**src/rtl/byte_striping_pkg.sv**
```systemverilog
// Shared definitions for the striping, recirculator and unstriping stages.
// Holds the lane count, the link state encoding and the default pad byte.
package byte_striping_pkg;

  localparam int NUM_LANES = 4;

  localparam logic [7:0] DEFAULT_PAD_BYTE = 8'h00;

  typedef enum logic {
    IDLE   = 1'b0,
    ACTIVE = 1'b1
  } stripeState_t;

endpackage

```
**src/rtl/byte_striping.sv**
```systemverilog
// Distributes a byte stream round-robin over four lanes, one group per four bytes.
// Latency: 1 cycle from the 4th byte to the lane valids. There is no backpressure; every valid byte is taken.
module byte_striping
  import byte_striping_pkg::*;
#(
  parameter int         IDLE_LIMIT = 4,
  parameter logic [7:0] PAD_BYTE   = DEFAULT_PAD_BYTE
) (
  input  logic       clk,
  input  logic       reset,
  input  logic [7:0] data_in,
  input  logic       valid_in,
  output logic [7:0] dataOut0,
  output logic [7:0] dataOut1,
  output logic [7:0] dataOut2,
  output logic [7:0] dataOut3,
  output logic       validOut0,
  output logic       validOut1,
  output logic       validOut2,
  output logic       validOut3,
  output logic       selector_IDLE
);

  localparam int IDLE_CNT_W = $clog2(IDLE_LIMIT + 1);

  stripeState_t          state;
  logic [1:0]            ptr;
  logic [IDLE_CNT_W-1:0] idleCnt;
  logic [7:0]            bufDat  [NUM_LANES];
  logic [7:0]            laneDat [NUM_LANES];
  logic [NUM_LANES-1:0]  laneVld;

  always_ff @(posedge clk) begin
    if (reset) begin
      state         <= IDLE;
      ptr           <= 2'd0;
      idleCnt       <= '0;
      laneVld       <= '0;
      selector_IDLE <= 1'b1;
      for (int i = 0; i < NUM_LANES; i++) begin
        bufDat[i]  <= 8'h00;
        laneDat[i] <= 8'h00;
      end
    end else begin
      laneVld <= '0;
      if (valid_in) begin
        bufDat[ptr]   <= data_in;
        ptr           <= ptr + 2'd1;
        idleCnt       <= '0;
        state         <= ACTIVE;
        selector_IDLE <= 1'b0;
        if (ptr == 2'd3) begin
          laneDat[0] <= bufDat[0];
          laneDat[1] <= bufDat[1];
          laneDat[2] <= bufDat[2];
          laneDat[3] <= data_in;
          laneVld    <= '1;
        end
      end else if (state == ACTIVE) begin
        if (idleCnt == IDLE_CNT_W'(IDLE_LIMIT - 1)) begin
          // Link went quiet: close out whatever partial group is buffered.
          state         <= IDLE;
          selector_IDLE <= 1'b1;
          idleCnt       <= '0;
          ptr           <= 2'd0;
          if (ptr != 2'd0) begin
            for (int i = 0; i < NUM_LANES; i++) begin
              if (i < int'(ptr)) begin
                laneDat[i] <= bufDat[i];
                laneVld[i] <= 1'b1;
              end else begin
                laneDat[i] <= PAD_BYTE;
              end
            end
          end
        end else if (idleCnt != IDLE_CNT_W'(IDLE_LIMIT)) begin
          idleCnt <= idleCnt + IDLE_CNT_W'(1);
        end
      end else begin
        idleCnt       <= '0;
        selector_IDLE <= 1'b1;
      end
    end
  end

  assign dataOut0  = laneDat[0];
  assign dataOut1  = laneDat[1];
  assign dataOut2  = laneDat[2];
  assign dataOut3  = laneDat[3];
  assign validOut0 = laneVld[0];
  assign validOut1 = laneVld[1];
  assign validOut2 = laneVld[2];
  assign validOut3 = laneVld[3];

endmodule

```
**config.mk**
```make
export PLATFORM = sky130hd
export DESIGN_NAME = byte_striping
export DESIGN_NICKNAME = d
export VERILOG_FILES = /design/src/rtl/byte_striping_pkg.sv /design/src/rtl/byte_striping.sv
export SDC_FILE = /design/constraint.sdc
export NUM_CORES = 1
export LEC_CHECK = 0
export BUFFER_PORTS_ARGS = -buffer_cell sky130_fd_sc_hd__buf_2
export CORE_UTILIZATION = 57
export CTS_BUF_LIST = sky130_fd_sc_hd__clkbuf_8
export DETAILED_ROUTE_END_ITERATION = 8
export PLACE_DENSITY = 0.81
export SYNTH_ARGS = -nofsm -noshare
export SYNTH_HDL_FRONTEND = slang
export SYNTH_SLANG_ARGS = --single-unit
```
**constraint.sdc**
```tcl
create_clock -name clk -period 2.1 [get_ports clk]
set_clock_uncertainty 0.1 [all_clocks]
set_input_delay 0.315 -clock clk [delete_from_list [all_inputs] [get_ports clk]]
set_output_delay 0.315 -clock clk [all_outputs]
set_load 0.02 [all_outputs]
```
==> flow_metrics.tcl <==
set metrics [dict create \
    grt_pass1_wl_um 7110 \
    fin_crit_sh 0.909 \
    slew_viol_final 0 \
    dieHeight_um 70.7 \
    synth_ff_type "edfxtp_1" \
    required_ns 2.04 \
    clock_path_buffers 2 \
    syn_inst 210 \
    critical_path_class "flop to flop" \
    cts_resized 0 \
    cts_hold_buf 0 \
    synth.avg_cell_area_um2 12.8 \
    intPower_mw 2.02 \
    drt_iter0_markers 46 \
    ys_types 34 \
    r2r_cells 5 \
    outcome "finished with violations" \
    slowest_delay_ns 0.38 \
    swShare 0.211 \
    p_clk_frac 0.371 \
    gp_congestion 0.833 \
    path_cells "buf_4 -> ha_1 -> a21oi_1 -> o21a_1 -> inv_1" \
    final_cells 325 \
    root_buffer "clkbuf_8" \
    cts_made_buffers 9 \
    min_period_ns 1.91 \
    fin_ws_ns 0.191 \
    cts.htree.levels 3 \
    placedCellCount 310 \
    min_path_type "primary input to flop" \
    rsz0062_at_grt "no" \
    vias_per_cell 5.15 \
    clk_pin_slew_ns 0.07 \
    synth.cell_area_mm2 0.00269 \
    synth.most_common_cell "and2_1" \
    hold_viol 0 \
    antenna_cells 0 \
    endpoint_kind "flop" \
    antenna_found_initial 0 \
    die-area_mm2 0.00499 \
    dr_total_vias 1673 \
    yosysTopAreaCell "edfxtp_1" \
    cap_violations 0 \
    combPwrFrac 0.059 \
    drive_gt1_frac 0.278 \
    seqPwrFrac 0.570 \
    cts.sink_count 67 \
    hold_ws_ns 0.169 \
    start_util 0.605 \
    place_ws_ns 0.125 \
    cp_max_fo 9 \
    leakage_nw 1.34 \
    min_path_cells 2 \
    io_buffers 47 \
    grt_usage 0.196 \
    drc 6 \
    area_growth_pct 17.6 \
    yosysTopAreaCellShare 0.447 \
    arrival_ns 1.85 \
    async_reset_ff_frac 0 \
    syn-num-nets 228 \
    worst_slew_pin_slew_ns 0.520 \
    total_power_mw 2.56 \
    dieWidth_um 70.7 \
    drtAntennaViolNets 0 \
    cts_tree "done" \
    final_nets 287 \
    finalSetupViolations 0 \
    slew_headroom 0.652 \
    grt_pass1_vias 1545 \
    ys_top_cells_by_count "41 x and2_1, 40 x edfxtp_1, 27 x dfxtp_1, 16 x a21oi_1" \
    routedWlPerCell_um 13.6 \
    ir_drop_mv 0.462 \
    gr-total-overflow 0 \
    ys_ff_latch 67 \
    clkLatencyLatePin_ns 0.33 \
    synth_edf_count 40 \
    crit_slowest_cell "o21a_1" \
    p_per_area_mw_per_mm2 809 \
    violations "design-rule violations" \
    ys_seq_area_frac 0.648 \
    core_area_mm2 0.00444 \
    io_pins 48 \
    grt_max_degree 20 \
    synth_area_leaders "edfxtp_1 45%, dfxtp_1 20%, and2_1 9.5%" \
    max_freq_mhz 524 \
    p_sw_mw 0.539 \
    yosys_warnings 0 \
    crit_path_start_kind "flop" \
    dpl.hpwl_um 3210 \
    cts_setup_buffers 0 \
    rows 24 \
    drt_pass1_iterations 6 \
    tns_ns 0 \
    wl_um 4400 \
]
[power groups by stage]
stage	logic, mW	clock network, mW	registers, mW
6_report	0.151	0.949	1.46
3_3_place_gp	0.148	0	1.48
4_1_cts	0.151	0.966	1.46
2_1_floorplan	0.0772	0	1.50
3_5_place_dp	0.151	0	1.48
5_1_grt	0.165	1.03	1.46
[state kept, by name, indices dropped and copies added, names as in the netlist]
register,flops
bufDat,24
idleCnt,3
laneDat,32
laneVld,4
ptr,2
selector_IDLE,1
state,1
[kinds of logic after synthesis]
family | after synthesis | synth area share
and+or+nand+nor | 76 | 0.164
DFF | 67 | 0.648
AOI/OAI and AO/OA | 40 | 0.108
buffers and inverters | 18 | 0.0400
adders and majority gates | 7 | 0.0326
xor gates and xnor gates | 1 | 0.00326
muxes | 1 | 0.00372
[metal layers]
layer	track usage	wire, um	up-vias
li1	-	-	857
met2	0.326	2170	45
met5	0	0	-
met3	0.0541	185	7
met4	0.113	77	0
met1	0.232	1970	764
[placed cells by master (no fill, tap or decap), drive strengths merged, types with 4 or more instances in the layout]
| master | count |
|---|---|
| clkbuf | 9 |
| o211ai | 8 |
| ha | 7 |
| or2 | 4 |
| inv | 13 |
| nor2 | 8 |
| a21oi | 16 |
| and2 | 41 |
| clkinv | 4 |
| buf | 54 |
| dfxtp | 27 |
| edfxtp | 40 |
| nand2 | 11 |
| a22o | 8 |
[final cells by class]
class	instances	area (um^2)
Sequential cell	67	1740
Fill cell	323	1280
Multi-Input combinational cell	125	841
Timing Repair Buffer	54	288
Clock buffer	9	124
Tap cell	52	65.1
Clock inverter	6	51.3
Inverter	12	50.0
[metrics by stage]
step / area (um^2) / util
3_5_place_dp: 2980 / 0.671
4_1_cts: 3160 / 0.711
2_1_floorplan: 2690 / -
3_3_place_gp: 2980 / 0.671
5_1_grt: 3160 / 0.711
6_report: 3160 / 0.711
[worst max-delay path: cells and delay by family, from the launching register on]
family | cells | cell delay (ns)
buffers and inverters | 2 | 0.39
DFF | 1 | 0.31
adders and majority gates | 1 | 0.21
AOI/OAI and AO/OA | 2 | 0.62
[worst paths after layout]
| kind | end | slack (ns) | from |
|---|---|---|---|
| hold / removal | laneDat[3][1] | 0.17 | data_in[1] |
| setup / recovery | laneDat[0][2] | 0.19 | ptr[0] |
| hold reg to reg | laneDat[2][7] | 0.35 | laneDat[2][7] |
| setup reg to reg | laneDat[0][2] | 0.19 | ptr[0] |
No activity file was read; power rests on OpenSTA's default activity.
